## src/rtl/kb_entry_pkg.sv

```systemverilog
// Shared key classes, FSM states and scan-code constants for keyboard number entry.
package kb_entry_pkg;

  typedef enum logic [2:0] {K_NONE, K_DIGIT, K_BKSP, K_ENTER, K_ESC} key_class_t;
  typedef enum logic [1:0] {S_ENTRY, S_CONV, S_HOLD} state_t;

  localparam logic [7:0] SC_BKSP  = 8'h66;
  localparam logic [7:0] SC_ENTER = 8'h5A;
  localparam logic [7:0] SC_ESC   = 8'h76;

  // Returns {hit, digit} for the top-row digit keys.
  function automatic logic [4:0] top_row_digit(input logic [7:0] sc);
    case (sc)
      8'h45:   return {1'b1, 4'd0};
      8'h16:   return {1'b1, 4'd1};
      8'h1E:   return {1'b1, 4'd2};
      8'h26:   return {1'b1, 4'd3};
      8'h25:   return {1'b1, 4'd4};
      8'h2E:   return {1'b1, 4'd5};
      8'h36:   return {1'b1, 4'd6};
      8'h3D:   return {1'b1, 4'd7};
      8'h3E:   return {1'b1, 4'd8};
      8'h46:   return {1'b1, 4'd9};
      default: return '0;
    endcase
  endfunction

  // Returns {hit, digit} for the numeric keypad digit keys.
  function automatic logic [4:0] keypad_digit(input logic [7:0] sc);
    case (sc)
      8'h70:   return {1'b1, 4'd0};
      8'h69:   return {1'b1, 4'd1};
      8'h72:   return {1'b1, 4'd2};
      8'h7A:   return {1'b1, 4'd3};
      8'h6B:   return {1'b1, 4'd4};
      8'h73:   return {1'b1, 4'd5};
      8'h74:   return {1'b1, 4'd6};
      8'h6C:   return {1'b1, 4'd7};
      8'h75:   return {1'b1, 4'd8};
      8'h7D:   return {1'b1, 4'd9};
      default: return '0;
    endcase
  endfunction

endpackage

```

## src/rtl/kb_key_classify.sv

```systemverilog
// Combinational scan-code classifier: {extended, code} -> key class and digit value.
// Keypad digits and keypad Enter are recognised only when KB_KEYPAD_DIGITS_EN is defined.
module kb_key_classify
  import kb_entry_pkg::*;
(
  input  logic [8:0] last_change,
  output key_class_t key_class,
  output logic [3:0] digit
);

  logic [4:0] top_hit;
  logic [4:0] pad_hit;

  always_comb begin
    top_hit   = top_row_digit(last_change[7:0]);
    pad_hit   = keypad_digit(last_change[7:0]);
    key_class = K_NONE;
    digit     = '0;
    if (!last_change[8]) begin
      if (top_hit[4]) begin
        key_class = K_DIGIT;
        digit     = top_hit[3:0];
      end
`ifdef KB_KEYPAD_DIGITS_EN
      else if (pad_hit[4]) begin
        key_class = K_DIGIT;
        digit     = pad_hit[3:0];
      end
`endif
      else if (last_change[7:0] == SC_BKSP)  key_class = K_BKSP;
      else if (last_change[7:0] == SC_ENTER) key_class = K_ENTER;
      else if (last_change[7:0] == SC_ESC)   key_class = K_ESC;
    end
`ifdef KB_KEYPAD_DIGITS_EN
    else if (last_change[7:0] == SC_ENTER) begin
      key_class = K_ENTER;
    end
`endif
  end

endmodule

```

## src/rtl/kb_number_entry_ctrl.sv

```systemverilog
// Keyboard digit entry: BCD entry buffer, serial BCD-to-binary conversion, valid/ready result.
// Optional KB_KEYPAD_DIGITS_EN (handled in kb_key_classify) adds numeric keypad keys.
module kb_number_entry_ctrl
  import kb_entry_pkg::*;
#(
  parameter int MAX_DIGITS = 4,
  parameter int VAL_W      = 14
) (
  input  logic                               clk,
  input  logic                               rst,
  input  logic                               key_down_op,
  input  logic [8:0]                         last_change,
  input  logic                               out_ready,
  output logic [4*MAX_DIGITS-1:0]            disp_bcd,
  output logic [$clog2(MAX_DIGITS+1)-1:0]    digit_cnt,
  output logic                               busy,
  output logic                               overflow,
  output logic                               out_valid,
  output logic [VAL_W-1:0]                   out_value
);

  localparam int CW = $clog2(MAX_DIGITS + 1);
  localparam int BW = 4 * MAX_DIGITS;
  localparam logic [CW-1:0] FULL = CW'(MAX_DIGITS);

  state_t           state, state_n;
  logic [BW-1:0]    entry_q, entry_n, dig_ext, sel_shift;
  logic [CW-1:0]    cnt_q, cnt_n, idx_q, idx_n;
  logic [VAL_W-1:0] acc_q, acc_n, val_q, val_n;
  logic             ovf_q, ovf_n, valid_q, valid_n;
  logic [3:0]       cur_dig;
  key_class_t       kcls;
  logic [3:0]       kdig;

  kb_key_classify u_classify (
    .last_change (last_change),
    .key_class   (kcls),
    .digit       (kdig)
  );

  // Conversion walks from the most significant entered digit down to digit 0.
  always_comb begin
    sel_shift = entry_q >> {idx_q, 2'b00};
    cur_dig   = sel_shift[3:0];
  end

  always_comb begin
    state_n     = state;
    entry_n     = entry_q;
    cnt_n       = cnt_q;
    idx_n       = idx_q;
    acc_n       = acc_q;
    val_n       = val_q;
    ovf_n       = 1'b0;
    valid_n     = valid_q;
    dig_ext     = '0;
    dig_ext[3:0] = kdig;
    case (state)
      S_ENTRY: begin
        if (key_down_op) begin
          case (kcls)
            K_DIGIT: begin
              if (cnt_q != FULL) begin
                entry_n = (entry_q << 4) | dig_ext;
                cnt_n   = cnt_q + CW'(1);
              end else begin
                ovf_n = 1'b1;
              end
            end
            K_BKSP: begin
              if (cnt_q != '0) begin
                entry_n = entry_q >> 4;
                cnt_n   = cnt_q - CW'(1);
              end
            end
            K_ESC: begin
              entry_n = '0;
              cnt_n   = '0;
            end
            K_ENTER: begin
              if (cnt_q != '0) begin
                acc_n   = '0;
                idx_n   = cnt_q - CW'(1);
                state_n = S_CONV;
              end
            end
            default: ;
          endcase
        end
      end
      S_CONV: begin
        acc_n = (acc_q << 3) + (acc_q << 1) + VAL_W'(cur_dig);
        if (idx_q == '0) begin
          val_n   = acc_n;
          valid_n = 1'b1;
          state_n = S_HOLD;
        end else begin
          idx_n = idx_q - CW'(1);
        end
      end
      S_HOLD: begin
        if (out_ready) begin
          valid_n = 1'b0;
          entry_n = '0;
          cnt_n   = '0;
          state_n = S_ENTRY;
        end
      end
      default: state_n = S_ENTRY;
    endcase
  end

  always_ff @(posedge clk) begin
    if (rst) begin
      state   <= S_ENTRY;
      entry_q <= '0;
      cnt_q   <= '0;
      idx_q   <= '0;
      acc_q   <= '0;
      val_q   <= '0;
      ovf_q   <= 1'b0;
      valid_q <= 1'b0;
    end else begin
      state   <= state_n;
      entry_q <= entry_n;
      cnt_q   <= cnt_n;
      idx_q   <= idx_n;
      acc_q   <= acc_n;
      val_q   <= val_n;
      ovf_q   <= ovf_n;
      valid_q <= valid_n;
    end
  end

  assign disp_bcd  = entry_q;
  assign digit_cnt = cnt_q;
  assign busy      = (state != S_ENTRY);
  assign overflow  = ovf_q;
  assign out_valid = valid_q;
  assign out_value = val_q;

endmodule

```

## config.mk

```make
export PLATFORM = sky130hd
export DESIGN_NAME = kb_number_entry_ctrl
export DESIGN_NICKNAME = d
export VERILOG_FILES = /design/src/rtl/kb_entry_pkg.sv /design/src/rtl/kb_key_classify.sv /design/src/rtl/kb_number_entry_ctrl.sv
export SDC_FILE = /design/constraint.sdc
export NUM_CORES = 1
export LEC_CHECK = 0
export ABC_AREA = 1
export ABC_CLOCK_PERIOD_IN_PS = 6500
export CAP_MARGIN = 25
export CORE_ASPECT_RATIO = 0.75
export CORE_MARGIN = 2
export CORE_UTILIZATION = 50
export CTS_CLUSTER_DIAMETER = 80
export CTS_CLUSTER_SIZE = 24
export DETAILED_ROUTE_END_ITERATION = 7
export PLACE_DENSITY_LB_ADDON = 0.08
export SLEW_MARGIN = 20
export SYNTH_ARGS = -nofsm -noshare
export SYNTH_HDL_FRONTEND = slang
export SYNTH_SLANG_ARGS = --single-unit
```

## constraint.sdc

```tcl
create_clock -name clk -period 6.5 [get_ports clk]
set_input_delay 1.3 -clock clk [delete_from_list [all_inputs] [get_ports clk]]
set_output_delay 1.3 -clock clk [all_outputs]
set_load 0.02 [all_outputs]
```

==> impl_results.md, run 1 <==
- Outcome: finished clean
- Clock latency on the worst-skew pair: 0.32 ns
- Final Setup Violations: 0
- Met1 Usage GRT: between 30% and 40%
- Die Y: roughly 77 um
- DRC: 0
- Pre-CTS setup slack: 2.489 ns
- Cts repair resizes: 0
- Global Route Usage Sum: 24.46%
- Die W: roughly 100 um
- Clock transition at the registers of the reported paths: 0.10 ns
- RSZ-0062 raised after global routing: no
- Crit path arrival time: 3.91 ns
- Final Hold Viols: 0
- Hold_ws: 0.4821 ns
- Pin count of the biggest net entering global routing: 44
- Cell area power density: roughly 140 mW/mm^2
- Vias in the first global route: 3,123
- Routed vias/inst: 5.427
- TNS Setup: 0 ns
- Core area: 0.006832 sq mm
- Gate power share: 5.6%
- Lkg Pwr: between 0.0015 and 0.002 uW
- H-tree Lvls: 2
- Cell count after synthesis: between 500 and 600
- P_int: 462.1 uW
- Finished Core Util: roughly three fifths
- Clk buf depth: 2
- Slew at the pin with the worst max-slew slack: 0.8008 ns
- Met3 usage in global routing: around 3.3%
- DR iter-0 viols: 273
- Min Tclk post-route: 3.653 ns
- Layout cell share with drive strength beyond 1: 9.854%
- CP max FO: 15
- Post-route non-filler standard cell count: 632
- Post-Place Cells: 623
- Via Count: 3,430
- Library cells used by synthesis: 37
- Sequential power share: a little over half
- Initial Util: 52.01%
- Slew margin rel.: 46.56%
- Total wire length: 9122 um
- Kind of critical path: input pin to flip-flop
- Max-Cap Viols: 0
- Share of the synthesized area in the top cell type: approximately 30%
- Critical Path RT: approximately 6.8 ns
- N_diodes: 0
- Synthesized flop and latch total: 53
- DR pass1 iterations: 5
- R2r setup slk: approximately 3.1 ns
- DIE AREA: between 0.007 and 0.008 sq mm
- # rows: 26
- Top Usage Layer GRT: met1
- Main area contributors after synthesis: dfxtp_1, nand2_1, ha_1
- Fin. max-slew vios: 0
- Sink Count: 53
- RD Place Congestion: 0.9055
- Dpl hpwl: about 6600 um
- Mapped Area: 0.003553 sq mm
- Met2 track demand over resource: 35.30%
- Setup crit end kind: flip-flop
- Global-route wire length before repair: about 15,000 um
- Total number of yosys warnings: 0
- Synth area leader: dfxtp_1
- # port buffers: 48
- Routed wire per std cell: 14.43 um
- Worst setup SP type: input pin
- P&R area growth vs syn: 17.22%
- Post-CTS Repair Setup Buffers: 0
- Fmax: 273.8 MHz
- Final setup margin: 2.847 ns
- CTS tree: built
- Worst VDD drop: 0.00007638 V
- Clk root buf: clkbuf_8
- Post-Synthesis Net Count: 551
- ANT nets after route: 0
- Nets: 589
- Sequential-to-total area share from yosys stat: 29.86%
- Clk pwr share: 40.6%
- Initial antenna violation count: 0
- I/O pin count: 49
- GR Overflow Total: 0
- Hold_buf cts: 0
- Cts bufs inserted: 5
- Worst Hold Class: flip-flop to flip-flop
- Avg Inst Size Synth: 6.981 sq um
- Tcrit/Tclk final: 56.19%
- Switching share of power: a little under a quarter
- Setup Skew: 0.01060 ns
- Switching power: 141.5 uW
-- synthesized netlist by cell type --
cell	instances
o21ai_1	1
o211ai_1	1
nand4_1	4
a21oi_2	10
buf_2	1
buf_1	2
inv_2	4
nor2_1	51
fa_1	2
nand3_1	31
xnor2_1	5
inv_1	49
o21bai_1	2
clkinv_1	2
a2bb2oi_1	1
a32o_1	1
xor2_1	9
dfxtp_1	53
nor3_1	6
o21ai_0	28
a21oi_1	58
nor2_2	5
or2_2	2
nand2_1	110
nand3_2	12
ha_1	27
clkbuf_1	11
nor3b_1	1
a21o_1	3
nand2_2	6
nor2_4	1
nand2_4	1
buf_4	1
buf_12	1
a31oi_1	2
buf_6	3
nand4_2	2
-- logic make-up (layout without fill, tap and decap cells) --
logic type	after synthesis	after routing	share of synthesized area (%)
AOI/OAI and AO/OA	107	107	16.87
xor gates and xnor gates	14	14	3.451
adders and majority gates	29	29	10.63
buffers and inverters	74	113	9.049
DFF	53	53	29.86
and+or+nand+nor	232	232	30.14
-- power by group through the flow --
stage,Sequential (uW),Combinational (uW),Clock (uW)
2_1_floorplan,332,21.9,0
3_3_place_gp,332,32.2,0
3_5_place_dp,332,33.1,0
4_1_cts,325,33.2,248
5_1_grt,325,37.4,263
6_report,325,34.0,245
-- state kept, by name, indices dropped and copies added (netlist names) --
signal / cells
acc_q: 13
digit_cnt: 3
disp_bcd: 16
idx_q: 3
out_valid: 1
out_value: 14
overflow: 1
state: 2
-- metal layers --
metal / part of all wire [%] / wire length [um]
met5: 0 / 0
met4: 1.1 / 99
met3: 5.8 / 529
met2: 42 / 3820
met1: 51 / 4672
-- worst max-delay path: stages --
cell and delay (ns):
clkdlybuf4s50_1 0.48, inv_1 0.07, nor3_1 0.22, nand2_1 0.11, o21ai_0 0.22, nand4_1 0.65, nor2_1 0.55, o211ai_1 0.16
a21oi_1 0.14
-- final timing paths --
check / end / cells past startpoint / start
setup / recovery: idx_q[2] / 9 / last_change[3]
hold / removal: out_valid / 2 / out_valid
setup reg to reg: out_value[11] / 17 / idx_q[0]
hold reg to reg: out_valid / 2 / out_valid
-- metrics by stage --
| stage | instance area, sq um | power (uW) |
|---|---|---|
| 3_5_place_dp | 4034 | 365.3 |
| 6_report | 4165 | 603.6 |
| 4_1_cts | 4154 | 606.2 |
| 2_1_floorplan | 3553 | 354.2 |
| 3_3_place_gp | 4031 | 364.5 |
| 5_1_grt | 4165 | 625.1 |
-- layout make-up --
type / instances / area [sq um]
repair buffers: 50 / 499.2
inverters: 55 / 206.4
clock inverters: 2 / 37.54
flip-flops and latches: 53 / 1061
clock buffers: 6 / 82.58
multi-input cells: 382 / 2173
fillers: 639 / 2666
well taps: 84 / 105.1
-- layout by cell type (no fill, tap or decap), drive strengths merged --
cell,instances
nand2,117
a21oi,68
nor2,57
dfxtp,53
inv,53
clkdlybuf4s50,48
nand3,43
o21ai,29
ha,27
xor2,9
nor3,6
clkbuf,6
nand4,6
xnor2,5
a21o,3
clkinv,2
o21bai,2
a31oi,2
or2,2
fa,2
buf,2
nor3b,1
a2bb2oi,1
o211ai,1
a32o,1
clkinvlp,1
bufinv,1
(Power assumes the default switching activity.)
==> inputs of run 2 (changes only) <==
--- a/config.mk
+++ b/config.mk
@@ -6,7 +6,7 @@
 export NUM_CORES = 1
 export LEC_CHECK = 0
 export ABC_AREA = 1
-export ABC_CLOCK_PERIOD_IN_PS = 6500
+export ABC_CLOCK_PERIOD_IN_PS = 3400
 export CAP_MARGIN = 25
 export CORE_ASPECT_RATIO = 0.75
 export CORE_MARGIN = 2
==> constraint.sdc (replaced) <==
create_clock -name clk -period 3.4 [get_ports clk]
set_input_delay 0.68 -clock clk [delete_from_list [all_inputs] [get_ports clk]]
set_output_delay 0.68 -clock clk [all_outputs]
set_load 0.02 [all_outputs]
==> impl_results.md, run 2 (synthesized netlist as in run 1, its figures left out) <==
- Initial Util: 52.01% (unchanged)
- DR pass1 iterations: 5 (unchanged)
- TNS Setup: 0 ns (unchanged)
- Vias in the first global route: 3,176 (was 3,123)
- # port buffers: 48 (unchanged)
- Finished Core Util: 61.50% (was 60.97%)
- Min Tclk post-route: 3.070 ns
- Layout cell share with drive strength beyond 1: 11.33% (was 9.854%)
- Clk buf depth: 2 (unchanged)
- Clock transition at the registers of the reported paths: 0.10 ns (about the same)
- Final Hold Viols: 0 (unchanged)
- Most common cell after layout, fill and taps aside: nand2_1 (unchanged)
- Critical Path RT: 3.66 ns (was 6.75 ns)
- Hold_ws: 0.4797 ns (was 0.4821 ns)
- I/O pin count: 49 (unchanged)
- Setup Skew: 0.007740 ns (was 0.01060 ns)
- DRC: 0 (unchanged)
- Clock latency on the worst-skew pair: 0.30 ns (was 0.32 ns)
- P_int: 805.2 uW (was 462.1 uW)
- N_diodes: 0 (unchanged)
- # rows: 26 (unchanged)
- Outcome: finished clean (unchanged)
- Cell area after layout: 0.004202 sq mm (was 0.004165 sq mm)
- Number of flip-flops in the largest register: 16 (unchanged)
- GR Overflow Total: 0 (unchanged)
- Worst setup SP type: flip-flop (was input pin)
- Via Count: 3,427 (was 3,430)
- Cts bufs inserted: 5 (unchanged)
- Die W: 101.3 um (unchanged)
- Worst VDD drop: 0.0001863 V (was 0.00007638 V)
- Pin count of the biggest net entering global routing: 43 (was 44)
- Kind of critical path: flip-flop to flip-flop (was input pin to flip-flop)
- CP max FO: 7 (was 15)
- Hold_buf cts: 0 (unchanged)
- Lkg Pwr: 0.001793 uW (was 0.001766 uW)
- Switching power: 255.3 uW (was 141.5 uW)
- Worst Hold Class: flip-flop to flip-flop (unchanged)
- Final Setup Violations: 0 (unchanged)
- Switching share of power: 24.08% (was 23.45%)
- Gate power share: 6.1% (was 5.6%)
- H-tree Lvls: 2 (unchanged)
- Placed cell areas: 0.004091 sq mm (was 0.004034 sq mm)
- Most frequent cells in the layout: nand2_1, a21oi_1, dfxtp_1, nor2_1 (was nand2_1, a21oi_1, dfxtp_1, nor2_1, inv_1)
- Nets: 598 (was 589)
- Total wire length: 9022 um (was 9122 um)
- Clk root buf: clkbuf_8 (unchanged)
- Clk pwr share: 35.4% (was 40.6%)
- Slew margin rel.: 58.36% (was 46.56%)
- RD Place Congestion: 0.8644 (was 0.9055)
- DIE AREA: 0.007804 sq mm (unchanged)
- Die Y: 77.01 um (unchanged)
- Global-route wire length before repair: 15,170 um (was 15,440 um)
- Filler cells: 644 (was 639)
- Crit path arrival time: 3.33 ns (was 3.91 ns)
- ANT nets after route: 0 (unchanged)
- Fin. max-slew vios: 0 (unchanged)
- Sequential cell area: 0.001062 sq mm (was 0.001061 sq mm)
- Initial antenna violation count: 0 (unchanged)
- Fmax: 325.8 MHz
- Routed wire per std cell: 14.10 um (was 14.43 um)
- Max-Cap Viols: 0 (unchanged)
- Routed vias/inst: 5.355 (was 5.427)
- CTS tree: built (unchanged)
- Sequential power share: 58.5% (was 53.8%)
- Dpl hpwl: 6691 um (was 6614 um)
- Footprint of the multi-input gates: 0.002171 sq mm (was 0.002173 sq mm)
- Setup crit end kind: flip-flop (unchanged)
- Tcrit/Tclk final: 90.28%
- DR iter-0 viols: 159 (was 273)
- RSZ-0062 raised after global routing: no (unchanged)
- Slew at the pin with the worst max-slew slack: 0.6231 ns (was 0.8008 ns)
- Core area: 0.006832 sq mm (unchanged)
- Sink Count: 53 (unchanged)
- Cell area power density: 252.4 mW/mm^2 (was 144.9 mW/mm^2)
- P&R area growth vs syn: 18.24% (was 17.22%)
- Global Route Usage Sum: 23.78% (was 24.46%)
-- run 2: cell count changes in the layout (fill, tap and decap cells not counted), sizes merged --
cell      change
buf           +9
inv           -1
clkinvlp      +1
bufinv        -1
-- run 2: what timing repair did --
action,CTS,global route
setup endpoints to repair,0,4
gates resized for setup,0,3
buffers inserted,0,2
-- run 2: layer usage --
metal  global-route usage [%]  vias to the layer above  part of all wire (%)  wire length [um]
met4                    2.568                        0                  0.42                38
met3                    4.193                        4                   4.5               405
li1                         -                     1760                     -                 -
met5                        0                        -                     0                 0
met2                    35.56                       90                    42              3763
met1                    36.55                     1573                    53              4814
-- run 2: critical path, cell delays in order, from the launching register on --
cell and delay [ns]:
dfxtp_2 0.43, clkinvlp_4 0.15, a21oi_1 0.15, o21ai_0 0.09, o21ai_0 0.08, nand2_1 0.09, fa_1 0.55, inv_1 0.06
ha_1 0.29, nand3_1 0.07, nand3_1 0.15, a21oi_1 0.26, o21ai_1 0.16, a21o_1 0.19, nand2_1 0.07, nand2_1 0.05
a21o_1 0.14, inv_1 0.04
-- run 2: metrics by stage --
| step | power, uW | std cells | worst slack [ns] |
|---|---|---|---|
| after detailed placement | 699.3 | 631 | 0.1339 |
| after global placement | 697.9 | 631 | 0.1759 |
| after CTS | 1073 | 638 | 0.08879 |
| final | 1061 | 640 | 0.3304 |
| after global routing | 1109 | 640 | 0.06989 |
| after floorplan | 677.2 | 509 | 0.5123 |
-- run 2: path summary, 6_finish.rpt --
path	slack, ns	endpoint	depth (start not counted)	startpoint
worst min-delay path	0.48	acc_q[11]	2	acc_q[11]
worst max-delay path	0.33	out_value[11]	17	idx_q[0]
worst min register to register	0.48	acc_q[11]	2	acc_q[11]
worst max register to register	0.33	out_value[11]	17	idx_q[0]
-- run 2: final cells by class --
class / instances / share of cell area [%]
clock buffers: 6 / 1.965
clock inverters: 1 / 0.1787
inverters: 55 / 5.003
multi-input cells: 382 / 51.67
flip-flops and latches: 53 / 25.28
well taps: 84 / 2.501
repair buffers: 59 / 13.40
-- run 2: power by group through the flow --
stage | Clock (uW) | Combinational (uW) | Sequential (uW)
finish | 375 | 64.4 | 621
global placement | 0 | 62.7 | 635
floorplan | 0 | 41.8 | 635
global route | 417 | 70.8 | 621
CTS | 387 | 64.4 | 621
detailed placement | 0 | 64.1 | 635
==> inputs of run 3 (changes only) <==
--- a/config.mk
+++ b/config.mk
@@ -6,7 +6,7 @@
 export NUM_CORES = 1
 export LEC_CHECK = 0
 export ABC_AREA = 1
-export ABC_CLOCK_PERIOD_IN_PS = 3400
+export ABC_CLOCK_PERIOD_IN_PS = 3100
 export CAP_MARGIN = 25
 export CORE_ASPECT_RATIO = 0.75
 export CORE_MARGIN = 2
@@ -15,6 +15,7 @@
 export CTS_CLUSTER_SIZE = 24
 export DETAILED_ROUTE_END_ITERATION = 7
 export PLACE_DENSITY_LB_ADDON = 0.08
+export SKIP_LAST_GASP = 1
 export SLEW_MARGIN = 20
 export SYNTH_ARGS = -nofsm -noshare
 export SYNTH_HDL_FRONTEND = slang
==> constraint.sdc (replaced) <==
create_clock -name clk -period 3.1 [get_ports clk]
set_input_delay 0.62 -clock clk [delete_from_list [all_inputs] [get_ports clk]]
set_output_delay 0.62 -clock clk [all_outputs]
set_load 0.02 [all_outputs]
==> impl_results.md, run 3 (synthesized netlist as in run 1, its figures left out) <==
- Outcome: finished clean (unchanged)
- Worst setup SP type: flip-flop (unchanged)
- Post-route non-filler standard cell count: 642 (was 640)
- Placed cell areas: 0.004106 sq mm (was 0.004091 sq mm)
- # rows: 26 (unchanged)
- DR iter-0 viols: 193 (was 159)
- GR Overflow Total: 0 (unchanged)
- P&R area growth vs syn: 19.19% (was 18.24%)
- Clk root buf: clkbuf_8 (unchanged)
- Sink Count: 53 (unchanged)
- Vias in the first global route: 3,209 (was 3,176)
- # port buffers: 48 (unchanged)
- Min Tclk post-route: 2.848 ns (was 3.070 ns)
- CTS tree: built (unchanged)
- Routed vias/inst: 5.393 (was 5.355)
- Dpl hpwl: 6567 um (was 6691 um)
- Pin count of the biggest net entering global routing: 43 (unchanged)
- Cell area after layout: 0.004235 sq mm (was 0.004202 sq mm)
- I/O pin count: 49 (unchanged)
- Via Count: 3,462 (was 3,427)
- Routed wire per std cell: 14.11 um (was 14.10 um)
- Worst VDD drop: 0.0002281 V (was 0.0001863 V)
- Worst Hold Class: flip-flop to flip-flop (unchanged)
- Nets: 599 (was 598)
- Setup crit end kind: flip-flop (unchanged)
- Hold_buf cts: 0 (unchanged)
- Lkg Pwr: 0.001815 uW (was 0.001793 uW)
- Setup Skew: 0.008341 ns (was 0.007740 ns)
- Cts bufs inserted: 5 (unchanged)
- RD Place Congestion: 0.8846 (was 0.8644)
- Layout cell share with drive strength beyond 1: 11.65% (was 11.33%)
- Most frequent cells in the layout: nand2_1, a21oi_1, dfxtp_1, nor2_1 (unchanged)
- Kind of critical path: flip-flop to flip-flop (unchanged)
- Post-Place Cells: 633 (was 631)
- CP max FO: 9 (was 7)
- Final Hold Viols: 0 (unchanged)
- Cell area power density: 295.1 mW/mm^2 (was 252.4 mW/mm^2)
- Critical Path RT: 3.36 ns (was 3.66 ns)
- DR pass1 iterations: 4 (was 5)
- Total wire length: 9061 um (was 9022 um)
- Initial antenna violation count: 0 (unchanged)
- Global-route wire length before repair: 15,430 um (was 15,170 um)
- Final Setup Violations: 0 (unchanged)
- DIE AREA: 0.007804 sq mm (unchanged)
- Number of flip-flops in the largest register: 16 (unchanged)
- DRC: 0 (unchanged)
- Die W: 101.3 um (unchanged)
- Finished Core Util: 62.00% (was 61.50%)
- Clock transition at the registers of the reported paths: 0.10 ns (about the same)
- Slew margin rel.: 65.88% (was 58.36%)
- Initial Util: 52.01% (unchanged)
- Fmax: 351.1 MHz (was 325.8 MHz)
- Fin. max-slew vios: 0 (unchanged)
- Max-Cap Viols: 0 (unchanged)
- Clk buf depth: 2 (unchanged)
- Clock latency on the worst-skew pair: 0.30 ns (about the same)
- Die Y: 77.01 um (unchanged)
- TNS Setup: 0 ns (unchanged)
- H-tree Lvls: 2 (unchanged)
- Core area: 0.006832 sq mm (unchanged)
- Slew at the pin with the worst max-slew slack: 0.5118 ns (was 0.6231 ns)
- Crit path arrival time: 3.11 ns (was 3.33 ns)
- ANT nets after route: 0 (unchanged)
- Tcrit/Tclk final: 91.87% (was 90.28%)
- N_diodes: 0 (unchanged)
- Global Route Usage Sum: 24.09% (was 23.78%)
- Most common cell after layout, fill and taps aside: nand2_1 (unchanged)
run 3: what timing repair did:
item,CTS,global route
setup buffers,0,1
gates resized for setup,0,4
endpoints found under the hold margin,0,0
setup endpoints to repair,0,4
run 3: worst paths after layout:
path | from | end | slack, ns | cells past startpoint
worst max register to register | idx_q[0] | out_value[11] | 0.25 | 17
worst min-delay path | out_valid | out_valid | 0.48 | 2
worst max-delay path | idx_q[0] | out_value[11] | 0.25 | 17
worst min register to register | out_valid | out_valid | 0.48 | 2
run 3: report_power, final:
| part | leakage, uW | switching (uW) | internal (uW) |
|---|---|---|---|
| clock network | 0.0000585 | 234 | 264 |
| registers | 0.000427 | 0.376 | 680 |
| logic | 0.00133 | 46.3 | 25.2 |
| total | 0.00181 | 280 | 969 |
run 3: layer usage:
layer | vias to the layer above | global-route usage, % | part of all wire (%)
li1 | 1759 | - | -
met3 | 13 | 4.011 | 4.8
met4 | 0 | 3.649 | 0.98
met1 | 1602 | 36.69 | 52
met2 | 88 | 36.16 | 42
met5 | - | 0 | 0
run 3: stage by stage:
step	total power, uW	hold WS (ns)	setup WS, ns
4_1_cts	1257	0.4863	0.08599
2_1_floorplan	742.7	0.4491	0.2123
5_1_grt	1298	0.5081	-0.002085
3_3_place_gp	765.9	0.4612	0.2543
6_report	1250	0.4793	0.2520
3_5_place_dp	766.9	0.4710	0.1133
run 3: critical path: stages (launching register included):
cell     delay [ns]
dfxtp_1        0.34
inv_1          0.12
a21oi_1        0.16
o21ai_0        0.08
o21ai_0        0.09
nand2_1        0.09
fa_1           0.54
inv_1          0.06
ha_1           0.28
nand3_1        0.06
nand3_1        0.15
a21oi_2        0.21
o21ai_1        0.14
a21o_1         0.18
nand2_1        0.07
nand2_1        0.05
a21o_1         0.15
inv_1          0.04
run 3: final cells by class:
cell class / count / area [sq um]
clock buffers: 7 / 86.33
clock inverters: 1 / 30.03
fillers: 655 / 2596
inverters: 55 / 206.4
multi-input cells: 382 / 2175
flip-flops and latches: 53 / 1062
well taps: 84 / 105.1
repair buffers: 60 / 570.5
